--- config.mk ---
export PLATFORM = sky130hd
export DESIGN_NAME = instr_assembler
export DESIGN_NICKNAME = d
export VERILOG_FILES = /design/src/rtl/instr_assembler_pkg.sv /design/src/rtl/instr_assembler_opsize.sv /design/src/rtl/instr_assembler.sv
export SDC_FILE = /design/constraint.sdc
export NUM_CORES = 1
export LEC_CHECK = 0
export BUFFER_PORTS_ARGS = -buffer_cell sky130_fd_sc_hd__buf_2
export CORE_UTILIZATION = 64
export CTS_CLUSTER_DIAMETER = 50
export DETAILED_ROUTE_END_ITERATION = 8
export GPL_TIMING_DRIVEN = 0
export PLACE_DENSITY = 0.9
export SETUP_SLACK_MARGIN = 0.02
export SYNTH_ARGS = -nofsm -noshare
export SYNTH_HDL_FRONTEND = slang
export SYNTH_SLANG_ARGS = --single-unit
export TNS_END_PERCENT = 20
--- constraint.sdc ---
create_clock -name clk -period 10.2 [get_ports clk]
set_clock_uncertainty 0.2 [all_clocks]
set_input_delay 1.02 -clock clk [delete_from_list [all_inputs] [get_ports clk]]
set_output_delay 1.02 -clock clk [all_outputs]
set_load 0.005 [all_outputs]
--- src/rtl/instr_assembler_pkg.sv ---
// instr_assembler_pkg: shared state encoding, size codes and entry field widths
package instr_assembler_pkg;
  localparam logic [1:0] S_OP = 2'd0;
  localparam logic [1:0] S_LO = 2'd1;
  localparam logic [1:0] S_HI = 2'd2;
  localparam logic [1:0] SZ1 = 2'd1;
  localparam logic [1:0] SZ2 = 2'd2;
  localparam logic [1:0] SZ3 = 2'd3;
  localparam int OPC_W = 8;
  localparam int OPR_W = 16;
  localparam int SIZE_W = 2;
endpackage

--- src/rtl/instr_assembler_opsize.sv ---
// opsize_lut: combinational opcode to {size, illegal} lookup
module opsize_lut
  import instr_assembler_pkg::*;
(
  input  logic [OPC_W-1:0]  opcode,
  output logic [SIZE_W-1:0] size,
  output logic              illegal
);
  // unknown opcodes are treated as one-byte illegal instructions
  always_comb begin
    size = SZ1;
    illegal = 1'b0;
    case (opcode)
      8'h0A, 8'h18, 8'h2A, 8'h38, 8'h4A, 8'h58, 8'h6A, 8'h78, 8'h88, 8'h8A, 8'h98,
      8'h9A, 8'hA8, 8'hAA, 8'hB8, 8'hBA, 8'hC8, 8'hCA, 8'hD8, 8'hE8, 8'hEA, 8'hF8: size = SZ1;
      8'h4C: size = SZ3;
      8'h05, 8'h09, 8'h10, 8'h29, 8'h30, 8'h45, 8'h49, 8'h50, 8'h69, 8'h70, 8'h84,
      8'h85, 8'h86, 8'h90, 8'hA0, 8'hA2, 8'hA4, 8'hA5, 8'hA6, 8'hA9, 8'hB0, 8'hC0,
      8'hC4, 8'hC5, 8'hC6, 8'hC9, 8'hD0, 8'hE0, 8'hE4, 8'hE6, 8'hE9, 8'hF0: size = SZ2;
      default: illegal = 1'b1;
    endcase
  end
endmodule

--- src/rtl/instr_assembler.sv ---
// instr_assembler: packs a fetched byte stream into decoded instruction entries in a FIFO
module instr_assembler
  import instr_assembler_pkg::*;
#(
  parameter int DEPTH = 4,
  parameter int PC_W = 16
) (
  input  logic                       clk,
  input  logic                       rst,
  input  logic                       flush,
  input  logic [PC_W-1:0]            flush_pc,
  input  logic                       byte_valid,
  input  logic [7:0]                 byte_data,
  output logic                       byte_ready,
  output logic [PC_W-1:0]            fetch_pc,
  output logic                       out_valid,
  input  logic                       out_ready,
  output logic [OPC_W-1:0]           out_opcode,
  output logic [OPR_W-1:0]           out_operand,
  output logic [SIZE_W-1:0]          out_size,
  output logic [PC_W-1:0]            out_pc,
  output logic                       out_illegal,
  output logic [$clog2(DEPTH+1)-1:0] count
);
  localparam int CW = $clog2(DEPTH+1);
  localparam int PW = $clog2(DEPTH);
  logic [1:0] state, nxt_state;
  logic [OPC_W-1:0] cur_op, cur_lo, e_op;
  logic [SIZE_W-1:0] cur_size, lut_size, e_size;
  logic cur_ill, lut_ill, e_ill;
  logic [PC_W-1:0] cur_pc, e_pc;
  logic [OPR_W-1:0] e_opr;
  logic [OPC_W-1:0] q_op [DEPTH];
  logic [OPR_W-1:0] q_opr [DEPTH];
  logic [SIZE_W-1:0] q_size [DEPTH];
  logic q_ill [DEPTH];
  logic [PC_W-1:0] q_pc [DEPTH];
  logic [PW-1:0] wr_ptr, rd_ptr;
  logic full, acc, pop, push;
  opsize_lut u_lut (.opcode(byte_data), .size(lut_size), .illegal(lut_ill));
  assign full = count == CW'(DEPTH);
  assign byte_ready = !rst && !flush && !full;
  assign acc = byte_valid && byte_ready;
  assign out_valid = count != '0;
  assign pop = out_valid && out_ready && !flush;
  assign out_opcode = out_valid ? q_op[rd_ptr] : '0;
  assign out_operand = out_valid ? q_opr[rd_ptr] : '0;
  assign out_size = out_valid ? q_size[rd_ptr] : '0;
  assign out_illegal = out_valid ? q_ill[rd_ptr] : 1'b0;
  assign out_pc = out_valid ? q_pc[rd_ptr] : '0;
  // entry being completed by the current byte, and whether it completes now
  always_comb begin
    e_op = state == S_OP ? byte_data : cur_op;
    e_size = state == S_OP ? lut_size : cur_size;
    e_ill = state == S_OP ? lut_ill : cur_ill;
    e_pc = state == S_OP ? fetch_pc : cur_pc;
    e_opr = state == S_HI ? {byte_data, cur_lo} : state == S_LO ? {8'h00, byte_data} : '0;
    push = acc && (state == S_HI || e_size == SZ1 || (state == S_LO && e_size == SZ2));
    nxt_state = !acc ? state : push ? S_OP : state == S_OP ? S_LO : S_HI;
  end
  // control: state, fetch address, queue pointers and occupancy
  always_ff @(posedge clk) begin
    if (rst || flush) begin
      state <= S_OP;
      fetch_pc <= rst ? '0 : flush_pc;
      wr_ptr <= '0;
      rd_ptr <= '0;
      count <= '0;
    end else begin
      state <= nxt_state;
      if (acc) fetch_pc <= fetch_pc + PC_W'(1);
      if (push) wr_ptr <= wr_ptr + PW'(1);
      if (pop) rd_ptr <= rd_ptr + PW'(1);
      count <= count + CW'(push) - CW'(pop);
    end
  end
  // datapath: partial instruction holding registers and queue storage
  always_ff @(posedge clk) begin
    if (acc && state == S_OP) begin
      cur_op <= byte_data;
      cur_size <= lut_size;
      cur_ill <= lut_ill;
      cur_pc <= fetch_pc;
    end
    if (acc && state == S_LO) cur_lo <= byte_data;
    if (push) begin
      q_op[wr_ptr] <= e_op;
      q_opr[wr_ptr] <= e_opr;
      q_size[wr_ptr] <= e_size;
      q_ill[wr_ptr] <= e_ill;
      q_pc[wr_ptr] <= e_pc;
    end
  end
endmodule

Word-level counts from Yosys, hierarchy flattened
Memories as Yosys holds them, arrays and structs flattened. A register that Yosys moved wholly into a read port is not among the register bits.
Cells that the tools add are included.
{"block": "word_totals", "register_bits": 60, "latchBits": 0, "mem_bits_rw": 172, "romBits": 0, "in_bits": 29, "output_inout_bits": 64, "n_memories": 5}
{"name": "q_opr", "depth": 4, "word_bits": 16, "read_ports": 1, "rd_clocked_by_memory_dff": 1, "write_ports": 1, "line_no": "instr_assembler.sv:34", "source": "logic [OPR_W-1:0] q_opr [DEPTH];"}
{"name": "q_pc", "depth": 4, "word_bits": 16, "read_ports": 1, "rd_clocked_by_memory_dff": 1, "write_ports": 1, "line_no": "instr_assembler.sv:37", "source": "logic [PC_W-1:0] q_pc [DEPTH];"}
{"name": "q_op", "depth": 4, "word_bits": 8, "read_ports": 1, "rd_clocked_by_memory_dff": 1, "write_ports": 1, "line_no": "instr_assembler.sv:33", "source": "logic [OPC_W-1:0] q_op [DEPTH];"}
{"name": "q_size", "depth": 4, "word_bits": 2, "read_ports": 1, "rd_clocked_by_memory_dff": 1, "write_ports": 1, "line_no": "instr_assembler.sv:35", "source": "logic [SIZE_W-1:0] q_size [DEPTH];"}
{"name": "q_ill", "depth": 4, "word_bits": 1, "read_ports": 1, "rd_clocked_by_memory_dff": 1, "write_ports": 1, "line_no": "instr_assembler.sv:36", "source": "logic q_ill [DEPTH];"}
{"block": "op_classes", "n_addsub": 5, "mul": 0, "div": 0, "magnitude_cmp": 0, "eq_ne": 60, "shift": 0, "muxes": 30, "bitwise": 0, "n_reduce_logical": 20}
{"operator": "$eq A8 B8 Y1 const B", "count": 36}
{"operator": "$mux W16", "count": 7}
{"operator": "$eq A8 B7 Y1 const B", "count": 10}
{"operator": "$reduce_or A55 Y1", "count": 1}
{"operator": "$eq A8 B6 Y1 const B", "count": 4}
{"operator": "$reduce_or A32 Y1", "count": 1}
{"operator": "$mux W2", "count": 14}
{"operator": "$mux W8", "count": 3}
{"operator": "$add A16 B1 Y16 const B", "count": 1}
{"operator": "$eq A8 B4 Y1 const B", "count": 2}
{"operator": "$eq A8 B5 Y1 const B", "count": 2}
{"operator": "$logic_and A1 B1 Y1", "count": 9}
{"operator": "$eq A8 B3 Y1 const B", "count": 1}
{"operator": "$mux W1", "count": 5}
{"operator": "$add A2 B1 Y2 const B", "count": 2}
{"operator": "$eq A2 B1 Y1 const B", "count": 2}
{"operator": "$eq A2 B2 Y1 const B", "count": 2}
{"operator": "$pmux W2 S2", "count": 1}
{"operator": "$add A3 B1 Y3", "count": 1}
{"operator": "$eq A3 B3 Y1 const B", "count": 1}
{"operator": "$logic_not A1 Y1", "count": 3}
{"operator": "$logic_or A1 B1 Y1", "count": 3}
{"operator": "$reduce_bool A3 Y1", "count": 1}
{"operator": "$sub A3 B1 Y3", "count": 1}
{"operator": "other kinds (2)", "count": 2}

Longest topological paths before layout
{"block": "depth", "word_depth": 10, "depth_mapped": 14, "mapped_depth_nobuf": 13}

By module
From an unflattened synthesis, not the netlist that was laid out.
{"block": "unflattened", "hier_cells": 569, "hier_area_um2": 9953.3}
{"mod": "instr_assembler", "instances": 1, "cells_per_inst": 532, "area_each_um2": 9680.5}
{"mod": "opsize_lut", "instances": 1, "cells_per_inst": 37, "area_each_um2": 272.8}

Worst setup path before layout
No wires, ideal clock.
{"block": "synth_timing", "path_kind": "input -> register", "startpoint": "in byte_data[5]", "endpoint": "mem q_ill[0], enable pin", "setup_time_ps": 506, "arrival_ps": 5405, "setup_slack_ps": 4089, "path_stages": 7, "cell_sequence": "buf_4 or3b_2 o32ai_1 a22o_2 nor4_4 a21boi_2 nor3b_1"}
{"block": "synth_between", "elab_chain_cells": 10, "elab_cells_between_ends": 44, "cone_classes": "35 x eq/ne; 4 x mux; 5 x reduce/logical"}
{"item": "start, declared", "line_no": "instr_assembler.sv:13", "source": "input logic [7:0] byte_data,"}
{"item": "$eq A8 B3 Y1, or another cell as far along", "line_no": "instr_assembler_opsize.sv:13", "source": "case (opcode)"}
{"item": "$reduce_or A32 Y1", "line_no": "instr_assembler_opsize.sv:13"}
{"item": "$pmux W2 S2 (*)", "line_no": "instr_assembler_opsize.sv:13"}
{"item": "$mux W2 (*)", "line_no": "instr_assembler.sv:54", "source": "e_size = state == S_OP ? lut_size : cur_size;"}
{"item": "$eq A2 B1 Y1 / $eq A2 B2 Y1 (equally long branches)", "line_no": "instr_assembler.sv:58", "source": "push = acc && (state == S_HI || e_size == SZ1 || (state == S_LO && e_size == SZ2));"}
{"item": "$logic_or A1 B1 Y1 / $logic_and A1 B1 Y1 (equally long branches)", "line_no": "instr_assembler.sv:58"}
{"item": "$logic_or A1 B1 Y1 (*)", "line_no": "instr_assembler.sv:58"}
{"item": "$logic_and A1 B1 Y1 (*)", "line_no": "instr_assembler.sv:58"}
{"item": "$mux W1 (*)", "line_no": "instr_assembler.sv:86", "source": "if (push) begin"}
{"item": "$mux W1 (implied by the code) (*)", "line_no": "instr_assembler.sv:90", "source": "q_ill[wr_ptr] <= e_ill;"}
{"item": "end, declared", "line_no": "instr_assembler.sv:36"}
Mark *: on every way between the ends. The rest lies on a longest branch, timed or not.

Final worst setup path
{"block": "layout_timing", "startpoint": "in byte_data[4]", "endpoint": "reg count[2]"}
{"block": "layout_between", "elab_chain_cells": 10, "elab_cells_between_ends": 44, "cone_classes": "2 x add/sub; 35 x eq/ne; 2 x mux; 5 x reduce/logical"}
{"item": "$eq A8 B3 Y1, or another cell as far along", "line_no": "instr_assembler_opsize.sv:13"}
{"item": "$reduce_or A32 Y1", "line_no": "instr_assembler_opsize.sv:13"}
{"item": "$pmux W2 S2 (*)", "line_no": "instr_assembler_opsize.sv:13"}
{"item": "$mux W2 (*)", "line_no": "instr_assembler.sv:54"}
{"item": "$eq A2 B1 Y1 / $eq A2 B2 Y1 (equally long branches)", "line_no": "instr_assembler.sv:58"}
{"item": "$logic_or A1 B1 Y1 / $logic_and A1 B1 Y1 (equally long branches)", "line_no": "instr_assembler.sv:58"}
{"item": "$logic_or A1 B1 Y1 (*)", "line_no": "instr_assembler.sv:58"}
{"item": "$logic_and A1 B1 Y1 (*)", "line_no": "instr_assembler.sv:58"}
{"item": "$add A3 B1 Y3 (*)", "line_no": "instr_assembler.sv:74", "source": "count <= count + CW'(push) - CW'(pop);"}
{"item": "$sub A3 B1 Y3 (*)", "line_no": "instr_assembler.sv:74"}
{"item": "end signal, assigned", "line_no": "instr_assembler.sv:74"}
{"item": "end, declared", "line_no": "instr_assembler.sv:23", "source": "output logic [$clog2(DEPTH+1)-1:0] count"}
Marked as above.
A chain may end at the register's enable or synchronous reset.

==> summary.txt <==
Run status
  • Status: complete, no violations

STA
  • Slew Viols, Final: 0
  • Final worst path period share: 0.401
  • Final Critical Period: just over 4 ns
  • Worst hold slack: around 0.34 ns
  • Count of final setup violators: 0
  • RSZ-0062 raised after global routing: no
  • Final hold violation count: 0
  • Max Freq: 244 MHz
  • Measured slew at the worst slew-check pin: around 0.97 ns
  • Setup TNS Final: 0 ns
  • Rel. slew slack: 0.355

Clock tree
  • CTS clk-pin slew, worst paths: about 0.06 ns
  • TritonCTS clock tree: done
  • CTS resizes: 0
  • Skew-Pair Late Insertion Delay: roughly 0.5 ns
  • CTS root buf: clkbuf_16
  • CTS HTree Levels: 1
  • Hold_buf cts: 0
  • Longest Clk Path Bufs: 3
  • Clock Sinks: roughly 230
  • Setup bufs post-CTS: 0
  • CTS Buf Count: 23

Power
  • Power, Total: 2030 uW
  • Pwr Density: 174 mW/mm^2
  • Worst vdd ir: 0.000111 V
  • Leak: roughly 0.0041 uW

Synthesis
  • Register area share after synthesis: 0.690
  • Area share of the leading cell type in the synthesized netlist: 0.668
  • Area leader, netlist: edfxtp_1
  • FFs w/ async S/R, synth: 0
  • Net Count, Synth: ~640
  • Post-Synthesis Cells: ~600
  • Synth cell types: 54
  • Avg Synthesized Cell Area: about 17 um^2
  • Most frequent cell after synthesis: edfxtp_1
  • Flops & latches, synth: about 230
  • Yosys warnings: 0
  • Cell area after synthesis: 0.0100 mm^2
  • Post-synth top flop: edfxtp_1
  • Post-synth EDFFs: 223
  • Post-synth top cells: edfxtp_1, nor2b_1, mux4_2, nor2_1, clkbuf_1
  • Synth area leaders: edfxtp_1, mux4_2, nor2b_1

Critical path
  • WP data required: between 10 and 15 ns
  • Nature of the critical path endpoint: register
  • CP delay by family, top: simple AND/OR/NAND/NOR gates
  • Slowest-stage cell, CP: clkbuf_1
  • Worst stage delay on the critical path: around 0.47 ns
  • WS Path Type: in2reg
  • CP Data Arrival Time: between 4 and 5 ns
  • Crit path max fanout: 10
  • WP buf/inv: 3
  • Crit path launch type: primary input
  • Crit-path cells: buf_2 > clkbuf_1 > nor2_1 > o211a_1 > a31oi_1 > and4_1 > a21boi_2 > or2_1 > ha_1 > inv_1 > ha_1 > fa_1 > xnor2_1 > xnor2_1 > nor2_1

Detailed routing
  • Remaining DRCs: 0
  • Final ANT Viol Nets: 0
  • 1st-pass router iterations: 8
  • DR vias: a little over 6000
  • Routed WL: between 20000 and 25000 um
  • Vias per cell: 6.42
  • DR WL/cell: about 23 um
  • DR iter-0 viols: ~870

Place
  • I/O Buffers: 90
  • Placed Instances: between 900 and 1000
  • GPL Wtd Cong: 0.969
  • DP HPWL: approximately 14000 um

Finish
  • Layout area overhead: 16.7%
  • Final-layout fill cell count: between 700 and 800
  • Area occupied by multi-input gates: between 0.002 and 0.003 mm^2
  • Register Area: about 0.007 mm^2
  • Final cell count without fillers: a little under 1000
  • Final core utilization: 0.767
  • Layout Nets: just under 800
  • Ant diodes: 0
  • Layout cells sized above 1: 0.309

Worst hold path
  • Min-Delay Path Class: reg2reg

Flow run
  • Max cap viols: 0

Global route
  • Initial antenna violation count: 0
  • Pin count of the biggest net entering global routing: 17
  • Vias in the first global route: between 6000 and 7000
  • First-pass GRT wire length: approximately 34000 um
  • GRT Overall Usage: 0.289
  • Gr ovfl total: 0

Floorplan
  • Die width: 127 um
  • Std cell rows: 45
  • Initial Util: 0.657
  • Die Y: around 130 um
  • Total core area: ~0.015 mm^2
  • I/O pins: 93
  • Die area: between 0.015 and 0.02 mm^2
[worst reg2reg max path, delay by kind of cell (launching register included)]
family	cells	cell delay (ns)
adder cells (fa/ha/maj)	3	0.70
AND/OR/NAND/NOR	3	0.37
AO/OA/AOI/OAI	2	0.86
XOR/XNOR	2	0.32
buffers and inverters	1	0.04
multiplexers	1	0.31
flip-flops	1	0.48
[cell type report]
cell class / count / area share
clock buffer: 27 / 0.0505
tap: 211 / 0.0226
buffer: 37 / 0.0136
clock inverter: 13 / 0.0120
sequential: 234 / 0.591
multi-input combinational: 323 / 0.250
inverter: 13 / 0.00417
timing repair buffer: 108 / 0.0555
[worst paths after layout]
kind	startpoint	to	slack, ns	depth (start not counted)
worst min-delay path	rd_ptr[0]	register	0.34	2
worst max register to register	state[1]	count[2]	6.83	12
worst min register to register	rd_ptr[0]	register	0.34	2
worst max-delay path	byte_data[4]	count[2]	6.11	15
[flip-flops by register name (all words and copies together) (netlist names), 3 cells and up, named ones only]
| signal | count |
|---|---|
| q_opr | 64 |
| q_pc | 64 |
| q_op | 32 |
| cur_pc | 16 |
| fetch_pc | 16 |
| cur_lo | 8 |
| cur_op | 8 |
| q_size | 8 |
| q_ill | 4 |
| count | 3 |
[where the power goes]
group          total (uW)  leakage [uW]  switching (uW)  internal [uW]
Combinational         108       0.00155            63.8           44.4
Clock                 835      0.000356             346            489
Sequential           1090       0.00224            16.1           1070
[layout by cell type, fill, tap and decap left out, types with 5 or more instances in the layout]
master	n
buf_4	5
buf_2	100
nand2_1	17
edfxtp_1	223
xor2_1	13
a22o_1	8
o21ai_0	5
a21oi_1	19
buf_6	13
clkbuf_1	29
clkbuf_16	23
mux4_2	43
mux2_2	23
dfxtp_1	11
nand4_1	8
a31oi_1	5
nor2b_1	49
nor3_1	5
nand2b_1	5
xnor2_1	7
and2_1	12
inv_1	13
ha_1	7
nor2_1	35
clkinv_1	6
nor3b_2	5
nand3_1	6
[cells by family (layout without fill, tap and decap cells)]
family / after synthesis / count (layout) / share of synthesized area
mux: 68 / 68 / 0.125
compound gates: 56 / 56 / 0.0376
simple gates: 171 / 171 / 0.0983
flops: 234 / 234 / 0.690
xor+xnor: 20 / 20 / 0.0175
fa+ha+maj: 8 / 8 / 0.0107
buf+inv: 50 / 198 / 0.0207
[layer usage]
layer | wire length [um] | vias up | track usage | part of all wire
met5 | 0 | - | 0 | 0
met4 | 932 | 0 | 0.124 | 0.041
met3 | 2090 | 101 | 0.0456 | 0.093
met2 | 11300 | 476 | 0.485 | 0.50
met1 | 8240 | 3025 | 0.381 | 0.36
li1 | - | 2603 | - | -
[metrics by stage]
stage               cell area [um^2]  setup WS (ns)
floorplan                      10000           4.09
global placement               10700           1.55
detailed placement             11000           5.73
CTS                            11700           6.21
global route                   11700           5.88
finish                         11700           6.11
(Power assumes the default switching activity.)
